**config.mk**
```make
export PLATFORM = sky130hd
export DESIGN_NAME = operand_stager_flat
export DESIGN_NICKNAME = d
export VERILOG_FILES = /design/src/rtl/operand_stager_if.sv /design/src/rtl/operand_stager.sv /design/src/flat_wrapper.sv
export SDC_FILE = /design/constraint.sdc
export NUM_CORES = 1
export LEC_CHECK = 0
export ABC_AREA = 0
export BUFFER_PORTS_ARGS = -buffer_cell sky130_fd_sc_hd__buf_2
export CAP_MARGIN = 15
export CORE_MARGIN = 4
export CORE_UTILIZATION = 50
export CTS_CLUSTER_SIZE = 16
export DETAILED_ROUTE_END_ITERATION = 6
export PLACE_DENSITY = 0.78
export REMOVE_ABC_BUFFERS = 1
export SLEW_MARGIN = 20
export SYNTH_ARGS = -nofsm -noshare
export SYNTH_HDL_FRONTEND = slang
export SYNTH_SLANG_ARGS = --single-unit
```
**constraint.sdc**
```tcl
create_clock -name clk -period 2.1 [get_ports clk]
set_input_delay 0.105 -clock clk [delete_from_list [all_inputs] [get_ports clk]]
set_output_delay 0.105 -clock clk [all_outputs]
set_load 0.02 [all_outputs]
```
**src/rtl/operand_stager_if.sv**
```systemverilog
`default_nettype none
// ============================================================================
// operand_stager_if -- upstream word stream, staged operands and mux handshake
// Revision: 1.0
// ============================================================================
interface operand_stager_if #(
  parameter int INPUT_LENGTH = 8
);
  logic                    in_valid;
  logic [INPUT_LENGTH-1:0] in_data;
  logic                    in_ready;
  logic [INPUT_LENGTH-1:0] a;
  logic [INPUT_LENGTH-1:0] b;
  logic [INPUT_LENGTH-1:0] c;
  logic [INPUT_LENGTH-1:0] d;
  logic [1:0]              sel;
  logic                    out_valid;
  logic                    out_ready;

  modport master (
    output in_valid, in_data, out_ready,
    input  in_ready, a, b, c, d, sel, out_valid
  );

  modport slave (
    input  in_valid, in_data, out_ready,
    output in_ready, a, b, c, d, sel, out_valid
  );
endinterface
`default_nettype wire

```
**src/rtl/operand_stager.sv**
```systemverilog
`default_nettype none
// ============================================================================
// operand_stager -- collects four operand words, then steps the mux select
// through them. OPERAND_STAGER_DOUBLE_BUF_EN adds a shadow bank for refill
// during presentation.
// Revision: 1.0
// ============================================================================
module operand_stager #(
  parameter int INPUT_LENGTH = 8
) (
  input  wire logic       clk,
  input  wire logic       rst_n,
  input  wire logic       flush,
  operand_stager_if.slave bus
);

  typedef enum logic [0:0] {
    S_FILL    = 1'b0,
    S_PRESENT = 1'b1
  } state_t;

  state_t                  state_q;
  logic [1:0]              fill_cnt_q;
  logic [1:0]              sel_q;
  logic                    in_ready_q;
  logic                    out_valid_q;
  logic [INPUT_LENGTH-1:0] ops_q [4];

  logic in_hs;
  logic out_hs;

  assign in_hs  = bus.in_valid && in_ready_q;
  assign out_hs = out_valid_q && bus.out_ready;

`ifdef OPERAND_STAGER_DOUBLE_BUF_EN
  logic [INPUT_LENGTH-1:0] sh_q [4];
  logic [INPUT_LENGTH-1:0] sh_d [4];
  logic [2:0]              sh_cnt_q;
  logic [2:0]              sh_cnt_d;
  logic                    sh_wr;

  // Shadow contents including a word accepted this same cycle.
  always_comb begin
    sh_wr    = in_hs && (state_q == S_PRESENT);
    sh_cnt_d = sh_cnt_q + {2'b00, sh_wr};
    for (int i = 0; i < 4; i++) begin
      sh_d[i] = (sh_wr && (sh_cnt_q[1:0] == 2'(i))) ? bus.in_data : sh_q[i];
    end
  end
`endif

  always_ff @(posedge clk or negedge rst_n) begin
    if (!rst_n) begin
      state_q     <= S_FILL;
      fill_cnt_q  <= 2'd0;
      sel_q       <= 2'd0;
      in_ready_q  <= 1'b0;
      out_valid_q <= 1'b0;
      for (int i = 0; i < 4; i++) ops_q[i] <= '0;
`ifdef OPERAND_STAGER_DOUBLE_BUF_EN
      sh_cnt_q <= 3'd0;
      for (int i = 0; i < 4; i++) sh_q[i] <= '0;
`endif
    end else if (flush) begin
      state_q     <= S_FILL;
      fill_cnt_q  <= 2'd0;
      sel_q       <= 2'd0;
      in_ready_q  <= 1'b1;
      out_valid_q <= 1'b0;
`ifdef OPERAND_STAGER_DOUBLE_BUF_EN
      sh_cnt_q <= 3'd0;
`endif
    end else begin
      unique case (state_q)
        S_FILL: begin
          in_ready_q <= 1'b1;
          if (in_hs) begin
            ops_q[fill_cnt_q] <= bus.in_data;
            fill_cnt_q        <= fill_cnt_q + 2'd1;
            if (fill_cnt_q == 2'd3) begin
              state_q     <= S_PRESENT;
              sel_q       <= 2'd0;
              out_valid_q <= 1'b1;
`ifdef OPERAND_STAGER_DOUBLE_BUF_EN
              in_ready_q  <= 1'b1;
`else
              in_ready_q  <= 1'b0;
`endif
            end
          end
        end

        S_PRESENT: begin
`ifdef OPERAND_STAGER_DOUBLE_BUF_EN
          if (sh_wr) sh_q[sh_cnt_q[1:0]] <= bus.in_data;
          sh_cnt_q   <= sh_cnt_d;
          in_ready_q <= (sh_cnt_d != 3'd4);
`else
          in_ready_q <= 1'b0;
`endif
          if (out_hs) begin
            if (sel_q == 2'd3) begin
              sel_q <= 2'd0;
`ifdef OPERAND_STAGER_DOUBLE_BUF_EN
              sh_cnt_q   <= 3'd0;
              in_ready_q <= 1'b1;
              if (sh_cnt_d == 3'd4) begin
                for (int i = 0; i < 4; i++) ops_q[i] <= sh_d[i];
              end else begin
                // Words already accepted into the shadow seed the next fill.
                for (int i = 0; i < 4; i++) begin
                  if (3'(i) < sh_cnt_d) ops_q[i] <= sh_d[i];
                end
                fill_cnt_q  <= sh_cnt_d[1:0];
                state_q     <= S_FILL;
                out_valid_q <= 1'b0;
              end
`else
              fill_cnt_q  <= 2'd0;
              state_q     <= S_FILL;
              out_valid_q <= 1'b0;
              in_ready_q  <= 1'b1;
`endif
            end else begin
              sel_q <= sel_q + 2'd1;
            end
          end
        end

        default: begin
          state_q <= S_FILL;
        end
      endcase
    end
  end

  assign bus.in_ready  = in_ready_q;
  assign bus.out_valid = out_valid_q;
  assign bus.sel       = sel_q;
  assign bus.a         = ops_q[0];
  assign bus.b         = ops_q[1];
  assign bus.c         = ops_q[2];
  assign bus.d         = ops_q[3];

endmodule
`default_nettype wire

```
**src/flat_wrapper.sv**
```systemverilog
// flat-port wrapper written by rule: the top's interface ports become plain ports
module operand_stager_flat 
#(
  parameter int INPUT_LENGTH = 8
)
  (clk, rst_n, flush, bus_in_valid, bus_in_data, bus_out_ready, bus_in_ready, bus_a, bus_b, bus_c, bus_d, bus_sel, bus_out_valid);
  operand_stager_if #(.INPUT_LENGTH(INPUT_LENGTH)) bus_i ();
  input  wire logic clk;
  input  wire logic rst_n;
  input  wire logic flush;
  input wire logic [$bits(bus_i.in_valid)-1:0] bus_in_valid;
  input wire logic [$bits(bus_i.in_data)-1:0] bus_in_data;
  input wire logic [$bits(bus_i.out_ready)-1:0] bus_out_ready;
  output wire logic [$bits(bus_i.in_ready)-1:0] bus_in_ready;
  output wire logic [$bits(bus_i.a)-1:0] bus_a;
  output wire logic [$bits(bus_i.b)-1:0] bus_b;
  output wire logic [$bits(bus_i.c)-1:0] bus_c;
  output wire logic [$bits(bus_i.d)-1:0] bus_d;
  output wire logic [$bits(bus_i.sel)-1:0] bus_sel;
  output wire logic [$bits(bus_i.out_valid)-1:0] bus_out_valid;
  assign bus_i.in_valid = bus_in_valid;
  assign bus_i.in_data = bus_in_data;
  assign bus_i.out_ready = bus_out_ready;
  assign bus_in_ready = bus_i.in_ready;
  assign bus_a = bus_i.a;
  assign bus_b = bus_i.b;
  assign bus_c = bus_i.c;
  assign bus_d = bus_i.d;
  assign bus_sel = bus_i.sel;
  assign bus_out_valid = bus_i.out_valid;
  operand_stager #(.INPUT_LENGTH(INPUT_LENGTH)) u_core (.clk(clk), .rst_n(rst_n), .flush(flush), .bus(bus_i));
endmodule
```
==> flow_summary_export.csv <==
group,metric,value,unit
timing,fin_crit_sh,74.4,%
timing,rsz0062_at_grt,"no",
clock_tree,cts_tree,"done",
cells_and_area,seq_area,976,um^2
clock_tree,cts_setup_buffers,0,
detailed_routing,firstDrtPassIters,3,
worst_setup_path,worst_setup_path_start_kind,"flop",
clock_tree,path_clk_slew,120,ps
cells_and_area,layout.nets,183,
synth,syn_avg_cell_area,15.0,um^2
die,die_area,0.00421,mm^2
worst_setup_path,path_class,"reg2reg",
worst_setup_path,r2r-start,"u_core.state_q",
worst_setup_path,cp_data_required_time,2350,ps
detailed_routing,drt-wirelength-per-cell,15.8,um
place,hpwl,2390,um
timing,period_needed,1560,ps
worst_setup_path,cp-endpoint,"u_core.bus.c[2]",
die,core,0.00308,mm^2
clock_tree,cts_buffers,5,
worst_setup_path,crit_path_end_kind,"flop",
timing,tightest_slew,841,ps
worst_setup_path,rrSetupSlack,540,ps
worst_setup_path,worst_ep_arrival_time,1810,ps
hold_path,hp-class,"in2reg",
detailed_routing,drtIter0Drc,39,
cells_and_area,drive_gt1_share,56.0,%
power,leakage,1.04,nW
hold_path,hp-start,"bus_in_data[0]",
cells_and_area,multi_input_area,608,um^2
synth,synth-seq-cells,39,
detailed_routing,wl_met3,232,um
power,vdd_drop_max,0.702,mV
global_routing,track_usage,17.4,%
place,port_buffers,48,
place,dp.cells,199,
synth,synth_top_area_share,60.3,%
power,pwr-share-comb,42.3,%
power,p_per_area,1400,mW/mm^2
cells_and_area,synthToLayoutAreaGrowth,22.7,%
die,io_pins,49,
worst_setup_path,startpoint,"u_core.state_q",
timing,setup_viol,0,
global_routing,grt_pass1_vias,1168,
timing,max_slew_margin,43.9,%
detailed_routing,vias,1067,
cells_and_area,fillers,244,
power,p_sw,0.00109,W
timing,timing.fmax,640,MHz
run_status,status,"finished clean",
synth,synthCells,108,
clock_tree,clk_path_buf_depth,2,
synth,yosys.area.top_type,"dfrtp_1",
power,p_seq_share,43.9,%
timing,finClkSkew,7.90,ps
cells_and_area,num_antenna_cells,0,
clock_tree,clock_sinks,39,
detailed_routing,drt-met1-wl,1400,um
die,rows,20,
timing,setup_tns,0,ps
clock_tree,cts_hold_buf,1,
global_routing,grt_pass1_wl,5500,um
global_routing,gr-total-overflow,0,
clock_tree,root_buffer,"clkbuf_4",
detailed_routing,wl_met2,1640,um
detailed_routing,viasPerCell,5.08,
worst_setup_path,r2r-end,"u_core.bus.c[2]",
synth,synth.distinct_cells,23,
clock_tree,cts_max_level,2,
power,p_int,0.00169,W
die,initial_core_util,52.6,%
job,maxCapViolations,0,
clock_tree,cts-resized-gates,0,
power,p_sw_share,39.2,%
power,p_clk_share,13.8,%
global_routing,antenna_found_initial,0,
synth,netlist_area,0.00162,mm^2
cells_and_area,layoutNonFillerInstCount,210,
detailed_routing,antenna_left,0,
synth,ys_warn_count,0,
worst_setup_path,r2r_cells,4,
die,fp.dieH,64.9,um
detailed_routing,remaining_drc_errors,0,
die,fp.dieW,64.9,um
timing,drv_slew,0,
place,routabilityCongestion,0.714,
timing,hold_viol_final,0,
clock_tree,clk_latency,350,ps
worst_setup_path,worst-path-max-fanout,8,
detailed_routing,wl,3320,um
global_routing,grt_max_degree,40,
synth,synth_area_leaders,"dfrtp_1 60%, mux2_2 17%, mux2_4 6.5%, ha_1 3.9%, nand2_2 1.2%",
detailed_routing,maxUsedRoutingLayer,"met4",
synth,ys_seq_area_share,60.3,%
power by group through the flow:
stage | clock network, W | registers, W | logic (W)
2_1_floorplan | 0 | 0.00157 | 0.000403
3_3_place_gp | 0 | 0.00122 | 0.00115
6_report | 0.000382 | 0.00122 | 0.00117
3_5_place_dp | 0 | 0.00123 | 0.00119
5_1_grt | 0.000430 | 0.00126 | 0.00126
4_1_cts | 0.000392 | 0.00122 | 0.00119
cell usage in the layout (no fill, tap or decap):
cell type | synthesis | routed
nand2_2 | 3 | 3
and2_1 | 1 | 1
mux2_4 | 7 | 7
buf_2 | 0 | 48
mux2_2 | 25 | 25
ha_1 | 5 | 5
clkbuf_1 | 0 | 1
a211oi_1 | 1 | 1
dlygate4sd3_1 | 0 | 3
clkbuf_4 | 0 | 5
buf_4 | 1 | 1
nand3b_1 | 1 | 1
nor2_1 | 2 | 2
nand4_1 | 1 | 1
or4b_2 | 1 | 1
clkinv_2 | 0 | 1
dfrtp_1 | 39 | 39
a21oi_1 | 2 | 2
clkinvlp_4 | 0 | 1
nor4bb_1 | 1 | 1
nand3_1 | 2 | 2
inv_1 | 4 | 4
o21ai_0 | 3 | 3
a22oi_1 | 1 | 1
nand2_4 | 1 | 1
a311oi_1 | 1 | 1
nand2_1 | 4 | 4
and2b_1 | 1 | 1
per-layer routing:
| layer | up-vias | GRT usage, % |
|---|---|---|
| li1 | 495 | - |
| met1 | 533 | 20.1 |
| met2 | 34 | 29.0 |
| met3 | 5 | 7.28 |
| met4 | 0 | 6.07 |
| met5 | - | 0 |
critical path, stage by stage, from the launching register on:
cell and delay [ps]:
dfrtp_1 430, nor4bb_1 310, buf_4 220, nand2_2 180
mux2_2 320
sequential cells by signal, indices dropped and copies added, names as in the netlist:
signal                count
u_core.bus.c              8
u_core.bus.d              8
u_core.state_q            1
u_core.bus.sel            2
u_core.bus.in_ready       1
u_core.bus.a              8
u_core.bus.out_valid      1
u_core.bus.b              8
u_core.fill_cnt_q         2
stage by stage:
stage / hold WS (ps) / util, % / area (um^2) / setup WS, ps / power [W]
6_report: 15.0 / 64.5 / 1990 / 539 / 0.00277
5_1_grt: 1.25 / 64.5 / 1990 / 436 / 0.00295
3_5_place_dp: 260 / 61.8 / 1900 / 598 / 0.00242
4_1_cts: 1.55 / 63.9 / 1970 / 567 / 0.00280
2_1_floorplan: -191 / - / 1600 / -64.9 / 0.00198
3_3_place_gp: 250 / 61.8 / 1900 / 619 / 0.00237
final cells by class:
class                   count  share of cell area (%)
clock buffers               6                    2.08
clock inverters             2                   0.630
inverters                   4                   0.756
multi-input cells          63                    30.6
flip-flops and latches     39                    49.1
well taps                  44                    2.77
repair buffers             52                    14.0
cells in the mapped netlist, drive strengths merged:
library cell   n
a211oi         1
a21oi          2
a22oi          1
a311oi         1
and2           1
and2b          1
buf            2
dfrtp         39
ha             5
inv            4
mux2          32
nand2          8
nand3          2
nand3b         1
nand4          1
nor2           2
nor4bb         1
o21ai          3
or4b           1
logic make-up after synthesis:
group           count (synthesis)  synth area share [%]
flops                          39                  60.3
mux                            32                  23.9
simple gates                   18                  6.81
compound gates                  8                  3.02
buf+inv                         6                  2.09
fa+ha+maj                       5                  3.87
worst min path at each step:
stage | slack, ps | depth (start not counted) | endpoint
after floorplan | -190 | 0 | u_core.bus.a[0]
after global placement | 250 | 1 | u_core.bus.in_ready
after global routing | 1 | 2 | u_core.bus.d[1]
after detailed placement | 260 | 1 | u_core.bus.in_ready
after CTS | 2 | 2 | u_core.bus.d[4]
final | 10 | 2 | u_core.bus.c[0]
Power figures use the tool's default switching activity.
